**src/rtl/fifo_pkg.sv**
```systemverilog
// ---------------------------------------------------------------------------
// fifo_pkg
// Shared constants for the thresholded FIFO (fifo_umbral) and its storage
// array (fifo_mem).
//   DATA_WIDTH    : default width of each stored word
//   ADDR_WIDTH    : default log2 of the FIFO depth
//   UMBRALES_L_H  : default width of the packed {umbral_H, umbral_L} word
//   DEPTH         : number of entries for the default ADDR_WIDTH
//   UMB_W         : width of one threshold half
// ---------------------------------------------------------------------------
package fifo_pkg;

    localparam int DATA_WIDTH   = 6;
    localparam int ADDR_WIDTH   = 2;
    localparam int UMBRALES_L_H = 8;

    localparam int DEPTH = 1 << ADDR_WIDTH;
    localparam int UMB_W = UMBRALES_L_H / 2;

    // Width wide enough to compare an occupancy count against a threshold
    // half without losing bits from either operand.
    function automatic int cmp_width(input int cnt_w, input int umb_w);
        return (cnt_w > umb_w) ? cnt_w : umb_w;
    endfunction

endpackage

```
**src/rtl/fifo_mem.sv**
```systemverilog
// ---------------------------------------------------------------------------
// fifo_mem
// Register array with one synchronous write port and one registered read
// port. The read register is reset to zero; the array itself is not.
//   clk_i     : clock
//   rst_i     : asynchronous active-high reset (read register only)
//   wr_en_i   : write strobe
//   wr_addr_i : write address
//   wr_data_i : write data
//   rd_en_i   : read strobe; rd_data_o loads mem[rd_addr_i] on the edge
//   rd_addr_i : read address
//   rd_data_o : registered read data, holds its value when rd_en_i is low
// ---------------------------------------------------------------------------
module fifo_mem
    import fifo_pkg::*;
#(
    parameter int DW = DATA_WIDTH,
    parameter int AW = ADDR_WIDTH
) (
    input  logic          clk_i,
    input  logic          rst_i,
    input  logic          wr_en_i,
    input  logic [AW-1:0] wr_addr_i,
    input  logic [DW-1:0] wr_data_i,
    input  logic          rd_en_i,
    input  logic [AW-1:0] rd_addr_i,
    output logic [DW-1:0] rd_data_o
);

    localparam int NWORDS = 1 << AW;

    logic [DW-1:0] mem_q [NWORDS];
    logic [DW-1:0] rd_data_q;

    // The array is deliberately left out of the reset domain.
    always_ff @(posedge clk_i) begin
        if (wr_en_i) begin
            mem_q[wr_addr_i] <= wr_data_i;
        end
    end

    // Reading and writing the same address on one edge returns the old
    // word, which is what a full FIFO doing push+pop needs.
    always_ff @(posedge clk_i or posedge rst_i) begin
        if (rst_i) begin
            rd_data_q <= '0;
        end else if (rd_en_i) begin
            rd_data_q <= mem_q[rd_addr_i];
        end
    end

    assign rd_data_o = rd_data_q;

endmodule

```
**src/rtl/fifo_umbral.sv**
```systemverilog
// ---------------------------------------------------------------------------
// fifo_umbral
// Single-clock FIFO with programmable almost-empty / almost-full thresholds
// and a sticky overflow/underflow error flag.
//   clk          : clock, rising edge
//   reset        : asynchronous active-high reset
//   push/data_in : write request and data
//   pop          : read request
//   data_out     : registered read data (1-cycle latency after pop)
//   valid_out    : high for one cycle when data_out carries a popped word
//   umbral_LH    : {umbral_H, umbral_L} threshold word
//   empty/full   : count == 0 / count == depth
//   almost_empty : count <= umbral_L
//   almost_full  : count >= umbral_H
//   error        : sticky, set on rejected push or pop, cleared by reset
//   count        : occupancy 0..depth
//
// Request semantics: push and pop are single-cycle requests sampled on the
// rising edge; there is no ready back-pressure. A pop is accepted when the
// FIFO is not empty. A push is accepted when the FIFO is not full, or when
// it is full and the same edge also accepts a pop. A rejected request has
// no effect other than setting error.
// ---------------------------------------------------------------------------
module fifo_umbral
    import fifo_pkg::*;
#(
    parameter int DATA_WIDTH   = fifo_pkg::DATA_WIDTH,
    parameter int ADDR_WIDTH   = fifo_pkg::ADDR_WIDTH,
    parameter int UMBRALES_L_H = fifo_pkg::UMBRALES_L_H
) (
    input  logic                    clk,
    input  logic                    reset,
    input  logic                    push,
    input  logic [DATA_WIDTH-1:0]   data_in,
    input  logic                    pop,
    output logic [DATA_WIDTH-1:0]   data_out,
    output logic                    valid_out,
    input  logic [UMBRALES_L_H-1:0] umbral_LH,
    output logic                    empty,
    output logic                    full,
    output logic                    almost_empty,
    output logic                    almost_full,
    output logic                    error,
    output logic [ADDR_WIDTH:0]     count
);

    localparam int CNT_W = ADDR_WIDTH + 1;
    localparam int HW    = UMBRALES_L_H / 2;
    localparam int CMP_W = cmp_width(CNT_W, HW);
    localparam logic [CNT_W-1:0] DEPTH_C = CNT_W'(1 << ADDR_WIDTH);

    logic [ADDR_WIDTH-1:0] wr_ptr_q, wr_ptr_d;
    logic [ADDR_WIDTH-1:0] rd_ptr_q, rd_ptr_d;
    logic [CNT_W-1:0]      count_q, count_d;
    logic                  error_q, error_d;
    logic                  valid_q, valid_d;

    logic push_ok;
    logic pop_ok;
    logic is_empty;
    logic is_full;

    assign is_empty = (count_q == '0);
    assign is_full  = (count_q == DEPTH_C);

    // A full FIFO frees its slot on the same edge a pop is accepted, so a
    // simultaneous push can land in it. An empty FIFO never bypasses.
    assign pop_ok  = pop && !is_empty;
    assign push_ok = push && (!is_full || pop_ok);

    always_comb begin
        wr_ptr_d = wr_ptr_q;
        rd_ptr_d = rd_ptr_q;
        count_d  = count_q;
        error_d  = error_q;
        valid_d  = pop_ok;

        if (push_ok) begin
            wr_ptr_d = wr_ptr_q + 1'b1;
        end
        if (pop_ok) begin
            rd_ptr_d = rd_ptr_q + 1'b1;
        end

        case ({push_ok, pop_ok})
            2'b10:   count_d = count_q + 1'b1;
            2'b01:   count_d = count_q - 1'b1;
            default: count_d = count_q;
        endcase

        if ((push && !push_ok) || (pop && !pop_ok)) begin
            error_d = 1'b1;
        end
    end

    always_ff @(posedge clk or posedge reset) begin
        if (reset) begin
            wr_ptr_q <= '0;
            rd_ptr_q <= '0;
            count_q  <= '0;
            error_q  <= 1'b0;
            valid_q  <= 1'b0;
        end else begin
            wr_ptr_q <= wr_ptr_d;
            rd_ptr_q <= rd_ptr_d;
            count_q  <= count_d;
            error_q  <= error_d;
            valid_q  <= valid_d;
        end
    end

    // Write is blocked while reset is high so no partial write can land.
    fifo_mem #(
        .DW (DATA_WIDTH),
        .AW (ADDR_WIDTH)
    ) u_mem (
        .clk_i     (clk),
        .rst_i     (reset),
        .wr_en_i   (push_ok && !reset),
        .wr_addr_i (wr_ptr_q),
        .wr_data_i (data_in),
        .rd_en_i   (pop_ok && !reset),
        .rd_addr_i (rd_ptr_q),
        .rd_data_o (data_out)
    );

    // Thresholds are compared unsigned at a width that holds both operands,
    // so umbral_L >= depth keeps almost_empty high and umbral_H == 0 keeps
    // almost_full high.
    logic [HW-1:0]    umb_l, umb_h;
    logic [CMP_W-1:0] cnt_x, umb_l_x, umb_h_x;

    assign umb_l   = umbral_LH[HW-1:0];
    assign umb_h   = umbral_LH[2*HW-1:HW];
    assign cnt_x   = CMP_W'(count_q);
    assign umb_l_x = CMP_W'(umb_l);
    assign umb_h_x = CMP_W'(umb_h);

    assign empty        = is_empty;
    assign full         = is_full;
    assign almost_empty = (cnt_x <= umb_l_x);
    assign almost_full  = (cnt_x >= umb_h_x);
    assign error        = error_q;
    assign valid_out    = valid_q;
    assign count        = count_q;

endmodule

```
**config.mk**
```make
export PLATFORM = sky130hd
export DESIGN_NAME = fifo_umbral
export DESIGN_NICKNAME = d
export VERILOG_FILES = /design/src/rtl/fifo_pkg.sv /design/src/rtl/fifo_mem.sv /design/src/rtl/fifo_umbral.sv
export SDC_FILE = /design/constraint.sdc
export NUM_CORES = 1
export LEC_CHECK = 0
export ABC_AREA = 0
export BUFFER_PORTS_ARGS = -buffer_cell sky130_fd_sc_hd__buf_4
export CORE_MARGIN = 2
export CORE_UTILIZATION = 55
export CTS_CLUSTER_SIZE = 20
export DETAILED_ROUTE_END_ITERATION = 10
export PLACE_DENSITY = 0.81
export SETUP_SLACK_MARGIN = 0.05
export SLEW_MARGIN = 20
export SYNTH_ARGS = -nofsm -noshare
export SYNTH_HDL_FRONTEND = slang
export SYNTH_SLANG_ARGS = --single-unit
export TNS_END_PERCENT = 100
```
**constraint.sdc**
```tcl
create_clock -name clk -period 2.4 [get_ports clk]
set_clock_uncertainty 0.15 [all_clocks]
set_input_delay 0.48 -clock clk [delete_from_list [all_inputs] [get_ports clk]]
set_output_delay 0.48 -clock clk [all_outputs]
set_load 0.02 [all_outputs]
```
# Word level (Yosys, flattened, before mapping)
# Memories as Yosys holds them, arrays and structs flattened. A register that Yosys moved wholly into a read port is not among the register bits.
# Index checks and enable logic that the tools add are counted.
dict set report classes {
  addsub 4
  magnitude_cmp 2
  n_eq_ne 3
  n_mux 3
  n_reduce_logical 15
}
# op count
set op_table {}
lappend op_table {{1-bit logical AND} 6}
lappend op_table {{3-bit case mux with 2 select lines} 1}
lappend op_table {{1-bit logical NOT} 5}
lappend op_table {{2-bit by 1-bit adder with 2-bit output, second input constant} 2}
lappend op_table {{3-bit by 4-bit greater-or-equal comparator with 1-bit output} 1}
lappend op_table {{3-bit by 4-bit less-or-equal comparator with 1-bit output} 1}
lappend op_table {{3-bit by 1-bit adder with 3-bit output, second input constant} 1}
lappend op_table {{3-bit == test, second input constant} 1}
lappend op_table {{3-bit logical NOT} 1}
lappend op_table {{3-bit by 1-bit subtractor with 3-bit output, second input constant} 1}
lappend op_table {{2-bit by 1-bit == test with 1-bit output, second input constant} 1}
lappend op_table {{2-bit == test, second input constant} 1}
lappend op_table {{1-bit logical OR} 2}
lappend op_table {{1-bit two-way mux} 2}
lappend op_table {{2-bit nonzero test} 1}
dict set report word_totals {
  register_bits 9
  mem_bits_rw 24
  input_bits 18
  wordCells 33
  mem_count 1
}
# name words width read_ports rd_clocked_by_memory_dff wr line_no
set memory_table {}
lappend memory_table {u_mem.mem_q 4 6 1 1 1 fifo_mem.sv:32} ;# logic [DW-1:0] mem_q [NWORDS];

# Logic depth before layout (Yosys ltp)
# Gate-level depths: netlist of the first run.
dict set report logic_depth {
  ltp_word 8
  depth_mapped 9
}

# By module
# Synthesis of the first run repeated with hierarchy kept, for this count alone.
dict set report unflattened {
  cells_unflattened 116
  area_unflattened_um2 1704.1
}
# module n_inst cells_per_inst area_each_um2 seq_area_each_um2
set modules_own_cells {}
lappend modules_own_cells {fifo_mem 1 63 1136.1 870.8}
lappend modules_own_cells {fifo_umbral 1 53 568.0 225.2}

# Worst setup path before layout of the first run
# OpenSTA, ideal clock, no wires.
dict set report synth_path {
  kind {register -> output}
  start {reg count_q[1], in the netlist count[1]}
  end {out almost_empty}
  t_arrival_ps 1595
  setup_slack_ps 175
  stages_incl_launch_ff 5
  path_cell_list {dfrtp_1 > ha_1 > nor2b_1 > o21a_1 > o21ai_0}
}
dict set report synth_between {
  elab_chain_len 1
}
# item line_no
set synth_rtl {}
lappend synth_rtl {{start: declaration} fifo_umbral.sv:54} ;# logic [CNT_W-1:0] count_q, count_d;
lappend synth_rtl {{start signal: assignment} fifo_umbral.sv:106} ;# count_q <= count_d;
lappend synth_rtl {{3-bit by 4-bit less-or-equal comparator with 1-bit output} fifo_umbral.sv:141} ;# assign almost_empty = (cnt_x <= umb_l_x);
lappend synth_rtl {{end: declaration} fifo_umbral.sv:41} ;# output logic almost_empty,
# Every way passes these cells.

# Worst setup path in the final report of the first run
dict set report layout_path {
  start {reg count_q[1], in the netlist count[1]}
  end {out almost_full}
}
dict set report layout_between {
  elab_chain_len 1
}
# item line_no
set layout_rtl {}
lappend layout_rtl {{3-bit by 4-bit greater-or-equal comparator with 1-bit output} fifo_umbral.sv:142} ;# assign almost_full = (cnt_x >= umb_h_x);
lappend layout_rtl {{end: declaration} fifo_umbral.sv:42} ;# output logic almost_full,
# Every way passes these cells.

==> metrics.yaml, run 1 <==
synth:
  ys_types: 32
  synth.net_count: 154
  synth_top_family_by_area: "multiplexers"
  synth_fa_ha_area_share_pct: 7.81
  synth-xor-area-share_pct: 2.36
  ys.warnings.count: 0
  syn_inst: 125
  synth_mux_area_share_pct: 13.3
  synth-seq-cells: 39
  yosys.area_share.simple_pct: 6.80
  synth_area_per_cell_um2: 14.9
  synth_compound_area_share_pct: 7.07
  yosysSeqAreaShare_pct: 59.0
  syn_area_um2: 1860
min_path:
  hold_path_class: "in -> async"
sta:
  tightest_slew_ns: 0.577
  slew_headroom_pct: 61.5
  final_max_slew_viol_count: 0
  rsz0062_at_grt: "yes"
  period_share_pct: 96.2
  setup_viol: 0
  period_needed_ns: 2.31
  hold_viol: 0
  max_clock_freq_mhz: 433
detailed_routing:
  ant_nets: 0
  dr.max_layer_used: "met3"
  route.met2.wl_um: 1770
  drtIter0Drc: 30
  met3_length_um: 137
  drc: 0
  met1_length_um: 1450
  wl_per_cell_um: 15.3
  vias_per_cell: 5.17
  drt-pass1-iter-count: 4
  vias: 1132
  drt-total-wl_um: 3350
worst_setup_path:
  r2r-start: "count[0]"
  path_max_fanout: 3
  crit_buf_inv: 3
  path_class: "reg -> out"
  crit_family: "buffers and inverters"
  ff2ff_path_depth: 9
  crit_path_cell_trace: "buf_6 > buf_4 > ha_4 > a21o_1 > a21oi_2 > nor2_1 > buf_4"
  crit_path_top_delay_cell: "dfrtp_1"
  worstPathRequired_ns: 1.77
  cpPeakStageDelay_ns: 0.40
  r2r_slack_ns: 0.11
  crit_top_cell: "buf_4"
  startpoint_type: "flip-flop"
  end_kind: "output port"
  arrival_ns: 1.68
  reg2reg_to: "count[1]"
clock_tree:
  cts_sinks: 39
  clock-root-buffer: "clkbuf_4"
  cts.clk_slew.worst_paths_ns: 0.11
  postCtsHoldBufs: 0
  htree_levels: 2
  cts_buffers: 5
  clk_latency_ns: 0.34
  clockBufferDepth: 2
  tritoncts: "done"
final_layout:
  layout-drive-gt1-share_pct: 41.6
  final_common_cell: "buf_4"
  fillers: 233
  syn_to_final_growth_pct: 26.0
  fin_nets: 201
  layout_common_cells: "43 x buf_4, 24 x edfxtp_1, 13 x dfrtp_1, 11 x inv_1"
  antennaDiodeCount: 0
  design_area_um2: 2340
floorplanning:
  die_area_um2: 3860
  core_area_um2: 3280
  start_util_pct: 56.6
  io_pins: 33
  rows: 21
  die_y_um: 62.1
  die_w_um: 62.1
global_routing:
  grt_start_max_net_pins: 16
  gr-usage-all-layers_pct: 18.6
  grt.overflow.total: 0
  grt_pass1_wl_um: 5380
  antenna_found_initial: 0
  grt_pass1_vias: 1115
pwr:
  total_power_mw: 2.64
  peakVddDrop_mv: 0.569
  leakage_nw: 0.991
  power.density_nw_per_um2: 1130
placement:
  port_buffers: 32
  place.detailed.hpwl_um: 2290
  placed_area_um2: 2140
  gp_congestion: 0.745
flow_run:
  max-cap-violations: 0
outcome:
  status: "finished, final reports clean"
## metal layers
metal | up-vias | GRT usage (%)
met5 | - | 0
met4 | 0 | 4.17
met3 | 0 | 6.88
met2 | 28 | 32.1
met1 | 556 | 22.4
li1 | 548 | -
## Yosys cell counts
cell type   n  share of area, %
a2bb2oi_1   1              0.47
a211oi_1    1              0.40
o221ai_1    1              0.47
nand2_1     2              0.40
mux2_2      7               4.2
dfrtp_1    15                20
xnor2_1     4               1.9
buf_1       1              0.20
a31oi_1     1              0.34
buf_6       1              0.61
nor3_1      1              0.27
nand3b_1    1              0.40
o21a_1      1              0.40
buf_2       2              0.54
inv_1      12               2.4
o31ai_4     1               1.1
fa_1        1               1.1
a21oi_1     3              0.81
o21ai_4     1              0.88
mux2i_1     1              0.54
nor2b_1     1              0.34
nor2_4      1              0.61
or2_4       1              0.47
nor2_1      8               1.6
a21o_1      2              0.81
ha_1       10               6.7
mux4_1      6               8.5
and2_1      5               1.7
edfxtp_1   24                39
xor2_1      1              0.47
o21ai_0     5               1.3
nand2b_1    3               1.0
## sequential cells by signal, summed over array words and instances, names as in the netlist
register and count:
u_mem.mem_q 24, wr_ptr_q 2, u_mem.rd_data_o 6, valid_out 1, count 3, error 1, rd_ptr_q 2
## power breakdown
part / switching (mW) / internal, mW / total, mW
logic: 0.603 / 0.669 / 1.27
clock network: 0.201 / 0.142 / 0.343
registers: 0.138 / 0.883 / 1.02
total: 0.942 / 1.69 / 2.64
## worst max-delay path by stage
stage          startpoint           end  slack [ns]  cells after the start
3_5_place_dp     count[0]      count[1]        0.15                      8
2_1_floorplan    count[1]  almost_empty        0.18                      4
4_1_cts          count[1]   almost_full        0.03                      7
6_report         count[1]   almost_full        0.09                      7
3_3_place_gp     count[0]      count[1]        0.27                      8
5_1_grt          count[0]      count[1]      -0.008                      9
## layout make-up
class	count	area (um^2)	share of cell area, %
flip-flops and latches	39	1100	46.9
multi-input cells	70	744	31.8
repair buffers	44	334	14.3
well taps	46	57.6	2.46
clock buffers	7	55.1	2.35
inverters	12	47.5	2.03
clock inverters	1	5.00	0.214
## repair_timing
action / CTS / global route
setup endpoints to repair: 2 / 3
resized for setup: 7 / 7
hold endpoints to repair: 0 / 0
pin swaps: 2 / 7
gates cloned: 0 / 0
setup buffers: 6 / 5
## metrics by stage
| step | utilization (%) | TNS [ns] | hold WS [ns] | worst slack [ns] | std cells |
|---|---|---|---|---|---|
| final | 71.3 | 0 | 0.0762 | 0.0919 | 219 |
| after global routing | 71.3 | -0.00807 | 0.115 | -0.00807 | 219 |
| after CTS | 69.0 | 0 | 0.0864 | 0.0281 | 214 |
| after detailed placement | 65.1 | 0 | 0.299 | 0.155 | 200 |
| after global placement | 65.1 | 0 | 0.293 | 0.273 | 200 |
| after floorplan | - | 0 | 0.231 | 0.175 | 125 |
## kinds of logic (layout without fill, tap and decap cells)
family	Yosys count	count (layout)
compound gates	17	17
flops	39	39
xor+xnor	5	5
buf+inv	16	64
simple gates	23	23
mux	14	14
fa+ha+maj	11	11
Note: power is estimated with default switching activity, not from simulation.
==> inputs of run 2 (changes only) <==
Settings changed: ABC_AREA 0 to 1, CORE_UTILIZATION 55 to 54, PLACE_DENSITY 0.81 to 0.8.
==> run 2 against run 1 <==
  * Sequential share of layout area up 1.9 points
  * Worst setup slack better by 0.071 ns
  * Maximum frequency up 3.2%
  * Largest cell class unchanged
  * Design area down 4.0%
  * Clock power up 58%
==> metrics.yaml, run 2 <==
pwr:
  peakVddDrop_mv: 0.584
  leakage_nw: 1.04
  power_frac_seq_pct: 38.4
  switching_share_pct: 38.2
  internal_power_mw: 1.64
  total_power_mw: 2.65
  pwr-share-clk_pct: 20.5
  power_switching_mw: 1.01
  power.density_nw_per_um2: 1180
  pwr-share-comb_pct: 41.1
final_layout:
  syn_to_final_growth_pct: 23.8
  layout_common_cells: "36 x buf_4, 27 x nor2_1, 24 x inv_1, 24 x o21ai_0, 24 x edfxtp_1"
  regMostFlops: "u_mem.mem_q"
  largest_reg_flops: 24
  fin_nets: 244
  seq_area_um2: 1100
  antennaDiodeCount: 0
  final_cells: 262
  design_area_um2: 2250
  fillers: 263
  layout-drive-gt1-share_pct: 25.9
  multi_input_area_um2: 628
  final_common_cell: "buf_4"
worst_setup_path:
  crit_path_cell_trace: "ha_4 > inv_1 > o21bai_1 > a21oi_1 > nor2_1 > nand2_1 > buf_4"
  end_kind: "output port"
  crit_buf_inv: 2
  crit_path_top_delay_cell: "dfrtp_2"
  cpPeakStageDelay_ns: 0.46
  crit_family: "flip-flops"
  r2r_slack_ns: 0.35
  worstPathRequired_ns: 1.77
  startpoint_type: "flip-flop"
  path_class: "reg -> out"
  path_max_fanout: 3
  arrival_ns: 1.61
sta:
  tns_ns: 0
  setup_viol: 0
  hold_viol: 0
  slew_headroom_pct: 58.1
  period_needed_ns: 2.24
  tightest_slew_ns: 0.626
  rsz0062_at_grt: "yes"
  max_clock_freq_mhz: 447
  setup_ws_ns: 0.163
  period_share_pct: 93.2
  final_max_slew_viol_count: 0
clock_tree:
  clock-root-buffer: "clkbuf_4"
  cts.clk_slew.worst_paths_ns: 0.12
  htree_levels: 2
  clockBufferDepth: 2
  cts_buffers: 5
  cts_sinks: 39
  tritoncts: "done"
  clk_latency_ns: 0.35
  postCtsHoldBufs: 0
placement:
  gp_congestion: 0.707
  placed_area_um2: 2110
  dp_slack_ns: 0.365
  port_buffers: 32
  dpl.cell_count: 251
  place.detailed.hpwl_um: 2470
synth:
  synth.net_count: 204
  syn_area_um2: 1820
  synth_commonest_cells: "27 x nor2_1, 25 x inv_1, 25 x o21ai_0, 24 x edfxtp_1, 23 x nand2_1"
  synth-seq-cells: 39
  yosysMostFrequentCell: "nor2_1"
  syn_inst: 175
  synth_top_area_share_pct: 39.7
  ys.warnings.count: 0
  synth_edf_count: 24
  yosys.area.top_type: "edfxtp_1"
  yosysSeqAreaShare_pct: 60.3
  synthTopCellsByArea: "edfxtp_1 40%, dfrtp_1 21%, ha_1 6.9%"
  synth_top_flop_cell: "edfxtp_1"
  ys_types: 22
  async_reset_ff_share_pct: 38.5
  synth_area_per_cell_um2: 10.4
global_routing:
  grt_start_max_net_pins: 16
  grt_pass1_wl_um: 5400
  antenna_found_initial: 0
  gr-usage-all-layers_pct: 20.0
  grt.overflow.total: 0
  grt_pass1_vias: 1252
floorplanning:
  core_area_um2: 3280
  io_pins: 33
  rows: 21
  start_util_pct: 55.3
  die_w_um: 62
  die_area_um2: 3840
  die_y_um: 62
detailed_routing:
  drt-pass1-iter-count: 4
  drt-total-wl_um: 3480
  ant_nets: 0
  drc: 0
  vias: 1325
  drtIter0Drc: 60
  wl_per_cell_um: 13.3
  vias_per_cell: 5.06
min_path:
  hold_path_class: "in -> async"
flow_run:
  max-cap-violations: 0
outcome:
  status: "finished, final reports clean"
[run 2: cell count changes in the layout (fill, tap and decap cells not counted), sizes merged, moves of 4 or more]
cell / change
buf: -8
xnor2: -4
o21ai: +20
mux4: -6
nand2: +26
mux2: -7
nor2: +20
nand3: +5
and2: -5
inv: +13
[run 2: metrics by stage]
stage               hold WS [ns]  util [%]
global route              0.0746      68.5
finish                    0.0541      68.5
detailed placement         0.323      64.2
floorplan                  0.240         -
CTS                       0.0485      67.5
global placement           0.311      64.2
[run 2: logic make-up (layout without fill, tap and decap cells)]
kind of cell / Yosys count / count (layout) / synth area share (%)
AOI/OAI and AO/OA: 33 / 33 / 9.78
and+or+nand+nor: 62 / 62 / 14.9
adders and majority gates: 11 / 11 / 7.99
DFF: 39 / 39 / 60.3
xor gates and xnor gates: 2 / 2 / 0.964
buffers and inverters: 28 / 69 / 5.99
[run 2: worst paths after layout]
| kind | start | end | depth (start not counted) |
|---|---|---|---|
| min in group clk | data_in[5] | u_mem.mem_q[1][5] | 1 |
| setup / recovery | count[1] | almost_empty | 7 |
| setup reg to reg | count[0] | u_mem.mem_q[0][3] | 8 |
| hold reg to reg | error | error | 2 |
| hold / removal | reset | error | 3 |
| max in group asynchronous | reset | count[1] | 3 |
[run 2: worst register-to-register path, stage by stage (launching register included)]
cell and delay (ns):
dfrtp_1 0.38, buf_4 0.11, buf_4 0.12, nor2_4 0.05, nand2_1 0.10, inv_1 0.07
nand2_2 0.08, nand3_1 0.12, nor2_1 0.51
[run 2: layout make-up]
cell class / count / share of cell area [%]
Clock inverter: 2 / 2.67
Multi-Input combinational cell: 108 / 27.9
Clock buffer: 6 / 1.84
Inverter: 25 / 4.17
Timing Repair Buffer: 36 / 12.0
Sequential cell: 39 / 48.8
Tap cell: 46 / 2.56
[run 2: power by group through the flow]
stage | registers [mW] | logic, mW | clock network (mW)
after floorplan | 1.07 | 0.623 | 0
after global placement | 1.03 | 0.950 | 0
after detailed placement | 1.04 | 1.01 | 0
after CTS | 1.02 | 1.04 | 0.547
after global routing | 1.04 | 1.23 | 0.583
final | 1.02 | 1.09 | 0.542
[run 2: timing repair]
item,CTS,global route
pin swaps,0,1
gates resized for setup,0,6
setup buffers,1,2
gates cloned,0,0
endpoints found under the setup margin,1,2
[run 2: metal layers]
metal  GRT usage, %  vias up  wire (um)
li1               -      654          -
met1           23.3      631       1430
met2           35.1       34       1830
met3           4.97        6        171
met4           8.51        0         55
met5              0        -          0
